### src/rtl/cu_pkg.sv
// rtl/cu_pkg.sv - state encoding, opcode map, ALU codes and decode helpers for the multicycle control unit
package cu_pkg;

  localparam logic [2:0] ST_FETCH  = 3'd0;
  localparam logic [2:0] ST_DECODE = 3'd1;
  localparam logic [2:0] ST_EXEC   = 3'd2;
  localparam logic [2:0] ST_MEM    = 3'd3;
  localparam logic [2:0] ST_WB     = 3'd4;
  localparam logic [2:0] ST_TRAP   = 3'd5;
  localparam logic [2:0] ST_HALTED = 3'd6;

  typedef enum logic [3:0] {
    CL_ALU, CL_CMP, CL_PUT, CL_JUMP, CL_STACK, CL_SWAP, CL_MEM, CL_HALT, CL_ILLEGAL
  } op_class_e;

  // Opcodes held 32 bits wide so they compare cleanly against any OPCODE_W
  localparam logic [31:0] OP_PUT  = 32'd0;
  localparam logic [31:0] OP_ADD  = 32'd1;
  localparam logic [31:0] OP_SUB  = 32'd2;
  localparam logic [31:0] OP_LORR = 32'd3;
  localparam logic [31:0] OP_LAND = 32'd4;
  localparam logic [31:0] OP_SHFL = 32'd5;
  localparam logic [31:0] OP_CEQU = 32'd6;
  localparam logic [31:0] OP_CLES = 32'd7;
  localparam logic [31:0] OP_CGRE = 32'd8;
  localparam logic [31:0] OP_JIMM = 32'd9;
  localparam logic [31:0] OP_JACC = 32'd10;
  localparam logic [31:0] OP_JCMP = 32'd11;
  localparam logic [31:0] OP_JFNC = 32'd12;
  localparam logic [31:0] OP_JRET = 32'd13;
  localparam logic [31:0] OP_SPUT = 32'd14;
  localparam logic [31:0] OP_SPOP = 32'd15;
  localparam logic [31:0] OP_SWAP = 32'd16;
  localparam logic [31:0] OP_LOAD = 32'd17;
  localparam logic [31:0] OP_STOR = 32'd18;
  localparam logic [31:0] OP_HALT = 32'd31;

  localparam logic [2:0] ALU_ADD = 3'd0;
  localparam logic [2:0] ALU_SUB = 3'd1;
  localparam logic [2:0] ALU_OR  = 3'd2;
  localparam logic [2:0] ALU_AND = 3'd3;
  localparam logic [2:0] ALU_SHL = 3'd4;
  localparam logic [2:0] ALU_EQ  = 3'd5;
  localparam logic [2:0] ALU_LT  = 3'd6;
  localparam logic [2:0] ALU_GT  = 3'd7;

  localparam logic [1:0] PC_SRC_INC   = 2'd0;
  localparam logic [1:0] PC_SRC_IMM   = 2'd1;
  localparam logic [1:0] PC_SRC_ACC   = 2'd2;
  localparam logic [1:0] PC_SRC_RA    = 2'd3;
  localparam logic [1:0] ACC_SRC_SWAP = 2'd2;
  localparam logic [1:0] ACC_SRC_IMM  = 2'd3;
  localparam logic       SP_SRC_PUSH  = 1'b0;
  localparam logic       SP_SRC_POP   = 1'b1;
  localparam logic       RA_SRC_PC    = 1'b0;
  localparam logic       RA_SRC_TRAP  = 1'b1;

  // HALT is always the all-ones code of the configured opcode width
  function automatic op_class_e op_class(input logic [31:0] op, input int op_w);
    logic [31:0] halt_code;
    op_class_e   cls;
    halt_code = (op_w >= 32) ? '1 : ((32'd1 << op_w) - 32'd1);
    case (op)
      OP_ADD, OP_SUB, OP_LORR, OP_LAND, OP_SHFL:       cls = CL_ALU;
      OP_CEQU, OP_CLES, OP_CGRE:                       cls = CL_CMP;
      OP_PUT:                                          cls = CL_PUT;
      OP_JIMM, OP_JACC, OP_JCMP, OP_JFNC, OP_JRET:     cls = CL_JUMP;
      OP_SPUT, OP_SPOP:                                cls = CL_STACK;
      OP_SWAP:                                         cls = CL_SWAP;
      OP_LOAD, OP_STOR:                                cls = CL_MEM;
      default:                                         cls = CL_ILLEGAL;
    endcase
    if (op == halt_code) cls = CL_HALT;
    return cls;
  endfunction

  function automatic logic [2:0] alu_code(input logic [31:0] op);
    logic [2:0] code;
    case (op)
      OP_SUB:  code = ALU_SUB;
      OP_LORR: code = ALU_OR;
      OP_LAND: code = ALU_AND;
      OP_SHFL: code = ALU_SHL;
      OP_CEQU: code = ALU_EQ;
      OP_CLES: code = ALU_LT;
      OP_CGRE: code = ALU_GT;
      default: code = ALU_ADD;
    endcase
    return code;
  endfunction

endpackage

### src/rtl/cu_stall_timer.sv
// rtl/cu_stall_timer.sv - counts consecutive memory stall cycles and raises a sticky mem_err on timeout
module cu_stall_timer #(
  parameter int MEM_TIMEOUT = 15
) (
  input  logic clk,
  input  logic reset,
  input  logic wait_active,
  input  logic mem_ready,
  output logic timeout,
  output logic mem_err
);

  localparam int CNT_W = (MEM_TIMEOUT > 1) ? $clog2(MEM_TIMEOUT) : 1;
  localparam bit EN = (MEM_TIMEOUT != 0);
  localparam logic [CNT_W-1:0] LAST = CNT_W'((MEM_TIMEOUT > 0) ? MEM_TIMEOUT - 1 : 0);

  logic [CNT_W-1:0] cnt;
  logic             stalled;

  assign stalled = wait_active && !mem_ready;
  // Fires on the MEM_TIMEOUT-th consecutive stall cycle
  assign timeout = EN && stalled && (cnt == LAST);

  always_ff @(posedge clk) begin
    if (reset) begin
      cnt     <= '0;
      mem_err <= 1'b0;
    end else begin
      if (!stalled || timeout || !EN) cnt <= '0;
      else                            cnt <= cnt + CNT_W'(1);
      if (timeout) mem_err <= 1'b1;
    end
  end

endmodule

### src/rtl/multicycle_control_unit.sv
// rtl/multicycle_control_unit.sv - multicycle FETCH/DECODE/EXEC/MEM/WB control FSM for the Mary/Shelley machine
// CU_ILLEGAL_TRAP_EN: unassigned opcodes trap instead of retiring as a NOP.
module multicycle_control_unit #(
  parameter int OPCODE_W    = 5,
  parameter int ALUOP_W     = 3,
  parameter int MEM_TIMEOUT = 15
) (
  input  logic                clk,
  input  logic                reset,
  input  logic [OPCODE_W-1:0] opcode,
  input  logic                flagbit,
  input  logic                mem_ready,
  input  logic                cmp_true,
  output logic [2:0]          state,
  output logic                IRWrite,
  output logic                MemRead,
  output logic                MemWrite,
  output logic                MemSrc,
  output logic                RegWrite,
  output logic                MaryWrite,
  output logic                ShelleyWrite,
  output logic                CompWrite,
  output logic                RAWrite,
  output logic                PCWrite,
  output logic                SPWrite,
  output logic [1:0]          MarySrc,
  output logic [1:0]          ShelleySrc,
  output logic [1:0]          PCSrc,
  output logic                RASrc,
  output logic                SPSrc,
  output logic                RegDst,
  output logic                RegData,
  output logic                SrcA,
  output logic                SrcB,
  output logic [ALUOP_W-1:0]  ALUOP,
  output logic                instr_done,
  output logic                mem_err,
  output logic                illegal_op
);
  import cu_pkg::*;

  logic [2:0]  state_q, state_d;
  logic [31:0] op_u;
  op_class_e   cls;
  logic        mem_rd_op;
  logic        retire;
  logic        timeout;
  logic        err_q;

  assign op_u      = 32'(opcode);
  assign cls       = op_class(op_u, OPCODE_W);
  assign mem_rd_op = (op_u == OP_LOAD) || (op_u == OP_SPOP);

  cu_stall_timer #(.MEM_TIMEOUT(MEM_TIMEOUT)) u_stall_timer (
    .clk        (clk),
    .reset      (reset),
    .wait_active((state_q == ST_FETCH) || (state_q == ST_MEM)),
    .mem_ready  (mem_ready),
    .timeout    (timeout),
    .mem_err    (err_q)
  );

  always_ff @(posedge clk) begin
    if (reset) state_q <= ST_FETCH;
    else       state_q <= state_d;
  end

  // Nothing escapes during the reset cycle, including the sticky flags
  assign state   = reset ? ST_FETCH : state_q;
  assign mem_err = err_q & ~reset;

`ifdef CU_ILLEGAL_TRAP_EN
  logic ill_q;
  always_ff @(posedge clk) begin
    if (reset)                  ill_q <= 1'b0;
    else if (state_d == ST_TRAP) ill_q <= 1'b1;
  end
  assign illegal_op = ill_q & ~reset;
`else
  assign illegal_op = 1'b0;
`endif

  always_comb begin
    state_d      = state_q;
    IRWrite      = 1'b0;
    MemRead      = 1'b0;
    MemWrite     = 1'b0;
    MemSrc       = 1'b0;
    RegWrite     = 1'b0;
    MaryWrite    = 1'b0;
    ShelleyWrite = 1'b0;
    CompWrite    = 1'b0;
    RAWrite      = 1'b0;
    PCWrite      = 1'b0;
    SPWrite      = 1'b0;
    MarySrc      = 2'd0;
    ShelleySrc   = 2'd0;
    PCSrc        = PC_SRC_INC;
    RASrc        = 1'b0;
    SPSrc        = 1'b0;
    RegDst       = 1'b0;
    RegData      = 1'b0;
    SrcA         = 1'b0;
    SrcB         = 1'b0;
    ALUOP        = '0;
    instr_done   = 1'b0;
    retire       = 1'b0;
    if (!reset) begin
      case (state_q)
        ST_FETCH: begin
          MemRead = 1'b1;
          if (mem_ready) begin
            IRWrite = 1'b1;
            PCWrite = 1'b1;
            state_d = ST_DECODE;
          end else if (timeout) begin
            state_d = ST_HALTED;
          end
        end
        ST_DECODE: begin
          case (cls)
            CL_MEM:     state_d = ST_MEM;
            CL_HALT:    state_d = ST_HALTED;
`ifdef CU_ILLEGAL_TRAP_EN
            CL_ILLEGAL: state_d = ST_TRAP;
`endif
            default:    state_d = ST_EXEC;
          endcase
        end
        ST_EXEC: begin
          retire = 1'b1;
          case (cls)
            CL_ALU: begin
              SrcA    = flagbit;
              SrcB    = 1'b1;
              ALUOP   = ALUOP_W'(alu_code(op_u));
              retire  = 1'b0;
              state_d = ST_WB;
            end
            CL_CMP: begin
              CompWrite = 1'b1;
              ALUOP     = ALUOP_W'(alu_code(op_u));
            end
            CL_PUT: begin
              if (flagbit) begin
                ShelleyWrite = 1'b1;
                ShelleySrc   = ACC_SRC_IMM;
              end else begin
                MaryWrite = 1'b1;
                MarySrc   = ACC_SRC_IMM;
              end
            end
            CL_JUMP: begin
              PCWrite = 1'b1;
              PCSrc   = PC_SRC_IMM;
              if (op_u == OP_JACC)      PCSrc = PC_SRC_ACC;
              else if (op_u == OP_JRET) PCSrc = PC_SRC_RA;
              else if (op_u == OP_JCMP) PCWrite = cmp_true;
              else if (op_u == OP_JFNC) begin
                RAWrite = 1'b1;
                RASrc   = RA_SRC_PC;
              end
            end
            CL_STACK: begin
              SPWrite = 1'b1;
              SPSrc   = (op_u == OP_SPOP) ? SP_SRC_POP : SP_SRC_PUSH;
              retire  = 1'b0;
              state_d = ST_MEM;
            end
            CL_SWAP: begin
              MaryWrite    = 1'b1;
              ShelleyWrite = 1'b1;
              MarySrc      = ACC_SRC_SWAP;
              ShelleySrc   = ACC_SRC_SWAP;
            end
            default: ;
          endcase
        end
        ST_MEM: begin
          MemSrc   = 1'b1;
          MemRead  = mem_rd_op;
          MemWrite = !mem_rd_op;
          if (mem_ready) begin
            if (mem_rd_op) state_d = ST_WB;
            else           retire  = 1'b1;
          end else if (timeout) begin
            state_d = ST_HALTED;
          end
        end
        ST_WB: begin
          RegWrite = 1'b1;
          RegData  = mem_rd_op;
          if (flagbit) ShelleyWrite = 1'b1;
          else         MaryWrite    = 1'b1;
          retire = 1'b1;
        end
        ST_TRAP: begin
          RAWrite = 1'b1;
          RASrc   = RA_SRC_TRAP;
          PCWrite = 1'b1;
          PCSrc   = PC_SRC_IMM;
          state_d = ST_FETCH;
        end
        ST_HALTED: state_d = ST_HALTED;
        default:   state_d = ST_FETCH;
      endcase
      if (retire) begin
        instr_done = 1'b1;
        state_d    = ST_FETCH;
      end
    end
  end

endmodule

### config.mk
export PLATFORM = sky130hd
export DESIGN_NAME = multicycle_control_unit
export DESIGN_NICKNAME = d
export VERILOG_FILES = /design/src/rtl/cu_pkg.sv /design/src/rtl/cu_stall_timer.sv /design/src/rtl/multicycle_control_unit.sv
export SDC_FILE = /design/constraint.sdc
export NUM_CORES = 1
export LEC_CHECK = 0
export ABC_AREA = 1
export BUFFER_PORTS_ARGS = -buffer_cell sky130_fd_sc_hd__buf_2
export CAP_MARGIN = 10
export CORE_ASPECT_RATIO = 0.9
export CORE_MARGIN = 3
export CORE_UTILIZATION = 43
export DETAILED_ROUTE_END_ITERATION = 12
export PLACE_DENSITY = 0.7
export SETUP_SLACK_MARGIN = 0.4
export SYNTH_ARGS = -nofsm -noshare
export SYNTH_HDL_FRONTEND = slang
export SYNTH_SLANG_ARGS = --single-unit
### constraint.sdc
create_clock -name clk -period 3.6 [get_ports clk]
set_clock_uncertainty 0.05 [all_clocks]
set_input_delay 0.54 -clock clk [delete_from_list [all_inputs] [get_ports clk]]
set_output_delay 0.54 -clock clk [all_outputs]
set_load 0.03 [all_outputs]
==> results of run 1 <==
final timing paths:
| kind | slack (ns) | to | cells after the start | startpoint |
|---|---|---|---|---|
| worst max-delay path | 0.88 | MaryWrite | 15 | opcode[1] |
| worst min-delay path | 0.42 | u_stall_timer.mem_err | 2 | u_stall_timer.mem_err |
| worst max register to register | 2.03 | state_q[2] | 11 | state_q[2] |
| worst min register to register | 0.42 | u_stall_timer.mem_err | 2 | u_stall_timer.mem_err |
critical path, stage by stage:
cell and delay, ns:
buf_2 0.18, inv_1 0.08, ha_1 0.24, nand2_1 0.09
nand2_1 0.06, nand2_2 0.10, nand2_1 0.08, nand2_2 0.09
nand2_1 0.07, inv_2 0.06, nand2_1 0.06, nor2_1 0.09
nand2_1 0.09, o211ai_1 0.10, buf_2 0.22
kinds of logic after synthesis:
logic type               share of synthesized area, %
other                                           0.294
buffers and inverters                            14.4
AO/OA/AOI/OAI                                    10.8
adder cells (fa/ha/maj)                          6.86
AND/OR/NAND/NOR                                  53.7
flip-flops                                       12.5
XOR/XNOR                                         1.37
state kept, by name (all words and copies together), names as in the netlist:
name / flops
state_q: 3
u_stall_timer.cnt: 4
u_stall_timer.mem_err: 1
routing by layer:
metal | part of all wire [%] | track usage [%] | wire length [µm]
met1 | 52 | 25.4 | 1540
met2 | 39 | 24.3 | 1170
met3 | 7.6 | 3.68 | 226
met4 | 0.78 | 3.69 | 23
met5 | 0 | 0 | 0
stage by stage:
stage	cells	utilization, %	worst slack, ns	power (mW)
2_1_floorplan	214	-	0.986	0.451
3_3_place_gp	286	52.6	0.907	0.531
3_5_place_dp	286	52.6	0.896	0.530
4_1_cts	289	53.4	0.894	0.603
5_1_grt	289	53.4	0.713	0.656
6_report	289	53.4	0.879	0.599
placed cells by master, fill, tap and decap left out:
cell type	count
a21oi_1	4
a21oi_2	2
a21oi_4	2
a31oi_1	3
and3_1	1
buf_2	39
clkbuf_4	3
conb_1	2
dfxtp_1	8
ha_1	7
inv_1	23
inv_2	11
nand2_1	53
nand2_2	4
nand3_1	12
nand3_2	8
nand3_4	1
nand3b_1	1
nand4_1	4
nand4_2	1
nor2_1	37
nor2_2	5
nor2_4	1
nor2_8	1
nor3_1	5
nor3_2	1
nor3_4	1
o211ai_1	2
o21ai_1	2
o21ai_2	1
o221ai_1	1
o22ai_1	1
xnor2_1	1
xor2_1	1
report_power, final:
| part | internal, mW | switching (mW) |
|---|---|---|
| clock | 0.0383 | 0.0331 |
| combinational | 0.120 | 0.268 |
| sequential | 0.107 | 0.0323 |
layout make-up:
type                    count  area, µm²
well taps                  40       50.0
fillers                   308       1300
clock buffers               3       22.5
repair buffers             39        195
flip-flops and latches      8        160
inverters                  34        128
multi-input cells         165        936
Yosys cell counts:
master | number | share of area, %
a21oi_2 | 2 | 1.4
xnor2_1 | 1 | 0.69
nor2_2 | 5 | 2.5
nand2_2 | 4 | 2.0
nor3_4 | 1 | 1.3
buf_4 | 2 | 1.2
clkbuf_1 | 2 | 0.59
o22ai_1 | 1 | 0.49
o221ai_1 | 1 | 0.69
nor3_2 | 1 | 0.78
nand3b_1 | 1 | 0.59
a21oi_1 | 4 | 1.6
and3_1 | 1 | 0.49
conb_1 | 1 | 0.29
nor2_4 | 1 | 0.88
nand2_1 | 53 | 16
dfxtp_1 | 8 | 13
nor3_1 | 5 | 2.0
a21oi_4 | 2 | 2.5
buf_6 | 3 | 2.6
xor2_1 | 1 | 0.69
a31oi_1 | 3 | 1.5
o21ai_1 | 2 | 0.78
nor2_8 | 1 | 1.6
nand3_1 | 12 | 4.7
inv_1 | 23 | 6.8
nand3_2 | 8 | 6.3
ha_1 | 7 | 6.9
nand4_2 | 1 | 0.98
nor2_1 | 37 | 11
nand3_4 | 1 | 1.4
o211ai_1 | 2 | 1.2
o21ai_2 | 1 | 0.69
nand4_1 | 4 | 2.0
inv_2 | 11 | 3.2
==> results.md, run 1 <==
- Hold WC Path Type: register to register
- Post-CTS setup buffers: 0
- Pwr/cell area: 402 nW/µm²
- Clock latency on the worst-skew pair: 0.26 ns
- FP Rows: 18
- Die area: 3660 µm²
- Post_cts resized: 0
- CTS tree: yes
- Synth Area per Inst: 5.99 µm²
- Ports: 42
- CP endpoint kind: primary output
- Initial drt markers: 62
- # DRC: 0
- Fin area: 1490 µm²
- DR pass1 iterations: 4
- Die Height: 57.7 µm
- Mapped Area: 1280 µm²
- Post-DP HPWL: 2470 µm
- Critical Path Start Type: primary input
- Pleak: 0.848 nW
- Setup Viol. Count Final: 0
- WL per Instance: 10.2 µm
- Post-DRT Antenna Nets: 0
- Hold WS: 0.424 ns
- Worst Path Max Fanout: 7
- RSZ-0062 raised after global routing: false
- Synth cell types: 35
- Area Overhead vs Synth: 16.9%
- Worst vdd ir: 0.302 mV
- H-Tree Depth: 1
- Share of cells above drive strength 1: 32.5%
- Routed vias: 1382
- Crit Path Class: primary input to primary output
- Placement Cell Area: 1470 µm²
- Worst path required time: 3.01 ns
- FMAX: 0.367 GHz
- Initial antenna violation count: 0
- GRT overflow: 0
- WP data arrival: 2.13 ns
- DIE WIDTH: 63.4 µm
- Via/cell ratio: 4.78
- Warnings, synthesis: 0
- Outcome: completed
- Cells after Synth: 213
- Number of global-route vias before repair: 1163
- Max-cap viol count: 0
- Global-route wire length before repair: 5080 µm
- Max-slew violations: 0
- # clock sinks: 8
- Flops & latches, synth: 8
- Seq/Total Area, Yosys: 12.5%
- Setup_tns: 0 ns
- Wirelength, routed: 2960 µm
- Antenna fix cells: 0
- Largest net degree at the start of global routing: 17
- RD Place Congestion: 0.842
- Tmin final: 2.72 ns
- Core Region: 2790 µm²
- GR Util All Layers: 16.8%
- Nets: 268
- Hold buffer count at CTS: 0
- Initial core utilization: 45.7%
- Root buf cell: clkbuf_4
- Final Cycle Share: 75.6%
- Hold Fails Final Rpt: 0
- TritonCTS buffer count: 3
- IO Port Bufs: 39
- Clock Path Buffers: 2
- Reg clk slew, reported paths: 0.06 ns
Note: power is estimated with default switching activity, not from simulation.
==> run 2: changes to the inputs <==
Settings changed: PLACE_DENSITY 0.7 to 0.72.
Clock period 3.6 ns to 2.2 ns, I/O delays scaled along.
==> run 2 against run 1 <==
Register-to-register slack worse by 1.6 ns. Cell area increased by 51%. Worst hold slack lost 0.013 ns. Die area is the same. Largest cell class unchanged.
==> results.md, run 2 (synthesis gave the netlist of run 1 again) <==
- Net Sw Frac: 52.4% (was 55.7%)
- DR pass1 iterations: 4 (unchanged)
- Tmin final: 2.10 ns
- Setup crit start: state_q[0] (was opcode[1])
- Logic pwr share: 71.8% (was 64.8%)
- Worst path required time: 1.82 ns (was 3.01 ns)
- RD Place Congestion: 0.866 (was 0.842)
- Worst Path Max Fanout: 7 (unchanged)
- Clock share of power: 9.5% (was 11.9%)
- Final Core Density: 80.4% (was 53.4%)
- Commonest non-fill, non-tap cell in the layout: nand2_1 (unchanged)
- Seq pwr share: 18.7% (was 23.3%)
- Final Total Pwr: 1.37 mW (was 599 µW)
- Switching power: 718 µW (was 334 µW)
- Post-DP HPWL: 2700 µm (was 2470 µm)
- Internal: 651 µW (was 265 µW)
- Fin cells: 321 (was 289)
- FMAX: 0.475 GHz
- Number of global-route vias before repair: 1403 (was 1163)
- Post-DRT Antenna Nets: 0 (unchanged)
- Setup Viol. Count Final: 0 (unchanged)
- Dpl cells: 294 (was 286)
- Clock latency on the worst-skew pair: 0.27 ns (was 0.26 ns)
- Root buf cell: clkbuf_4 (unchanged)
- DIE WIDTH: 63.4 µm (unchanged)
- FP Rows: 18 (unchanged)
- Area Overhead vs Synth: 76.0% (was 16.9%)
- Core Region: 2790 µm² (unchanged)
- Pleak: 1.08 nW (was 0.848 nW)
- Hold Fails Final Rpt: 0 (unchanged)
- Initial drt markers: 86 (was 62)
- Reg-to-reg startpoint: state_q[0] (was state_q[2])
- RSZ-0062 raised after global routing: true (was false)
- PnR worst setup slack: 0.0952 ns (was 0.879 ns)
- Die area: 3660 µm² (unchanged)
- # DRC: 0 (unchanged)
- Hold WC Path Type: register to register (unchanged)
- WL per Instance: 13.7 µm (was 10.2 µm)
- CP endpoint kind: primary output (unchanged)
- Hold buffer count at CTS: 0 (unchanged)
- Largest net degree at the start of global routing: 16 (was 17)
- Max-cap viol count: 0 (unchanged)
- Die Height: 57.7 µm (unchanged)
- Most frequent cells in the layout: nand2_1 (39), buf_4 (30), buf_6 (25) (was nand2_1 (53), buf_2 (39), nor2_1 (37))
- GRT overflow: 0 (unchanged)
- Layout fillers: 188 (was 308)
- Critical Path Start Type: register (was primary input)
- Ports: 42 (unchanged)
- GR Util All Layers: 21.5% (was 16.8%)
- Clock Path Buffers: 2 (unchanged)
- Hold Startpoint: u_stall_timer.mem_err (unchanged)
- TritonCTS buffer count: 3 (unchanged)
- Worst vdd ir: 0.447 mV (was 0.302 mV)
- Wirelength, routed: 4400 µm (was 2960 µm)
- Biggest regs: u_stall_timer.cnt (4), state_q (3), u_stall_timer.mem_err (1) (unchanged)
- Routed vias: 1682 (was 1382)
- Setup_tns: 0 ns (unchanged)
- Initial antenna violation count: 0 (unchanged)
- Antenna fix cells: 0 (unchanged)
- Crit Path Class: register to primary output (was primary input to primary output)
- Max-slew violations: 0 (unchanged)
- Setup WS pre-CTS: 0.0349 ns (was 0.896 ns)
- IO Port Bufs: 39 (unchanged)
- Via/cell ratio: 5.24 (was 4.78)
- Reg clk slew, reported paths: 0.07 ns (was 0.06 ns)
- # clock sinks: 8 (unchanged)
- WP data arrival: 1.72 ns (was 2.13 ns)
- Share of cells above drive strength 1: 58.4% (was 32.5%)
- Pwr/cell area: 610 nW/µm² (was 402 nW/µm²)
- H-Tree Depth: 1 (unchanged)
- CTS tree: yes (unchanged)
- Initial core utilization: 45.7% (unchanged)
- Largest register by flop count: u_stall_timer.cnt (unchanged)
- Final Cycle Share: 95.7%
- Global-route wire length before repair: 6320 µm (was 5080 µm)
- Outcome: completed (unchanged)
- Largest register FFs: 4 (unchanged)
- Nets: 299 (was 268)
-- run 2: through the flow --
stage	area (µm²)	hold slack [ns]
6_report	2250	0.411
4_1_cts	2010	0.414
2_1_floorplan	1440	0.380
3_3_place_gp	1690	0.396
5_1_grt	2250	0.433
3_5_place_dp	1690	0.406
-- run 2: routing by layer --
| metal | track usage [%] | wire length [µm] |
|---|---|---|
| met5 | 0 | 0 |
| met4 | 5.23 | 133 |
| met3 | 3.68 | 313 |
| met2 | 34.8 | 2100 |
| met1 | 29.8 | 1850 |
-- run 2: critical path: stages (launching register included) --
cell and delay (ns):
dfxtp_4 0.39, nor2_4 0.14, inv_2 0.07, nor3_4 0.23, nand4_1 0.25, o211ai_1 0.18, buf_4 0.20
-- run 2: cell type report --
class                           count  area [µm²]  area share (%)
Multi-Input combinational cell    165        1220            54.4
Clock buffer                        4        26.3            1.17
Sequential cell                     8         171            7.63
Inverter                           34         148            6.57
Tap cell                           40        50.0            2.23
Timing Repair Buffer               70         629            28.0
-- run 2: path summary, 6_finish.rpt --
kind,endpoint,slack (ns),cells after the start
worst max register to register,state_q[1],0.40,11
worst max-delay path,MaryWrite,0.1,6
worst min-delay path,u_stall_timer.mem_err,0.41,2
worst min register to register,u_stall_timer.mem_err,0.41,2
-- run 2: repair_timing --
item                       in CTS  in global routing
pin swaps                      23                 28
setup endpoints to repair      22                 24
setup buffers                  12                 11
resized for setup              63                 44
hold endpoints to repair        0                  0
-- run 2: power groups by stage --
stage	sequential, mW	combinational, mW	clock (mW)
2_1_floorplan	0.226	0.567	0
3_3_place_gp	0.238	0.702	0
3_5_place_dp	0.240	0.710	0
4_1_cts	0.243	0.848	0.134
5_1_grt	0.263	1.05	0.144
6_report	0.256	0.983	0.129
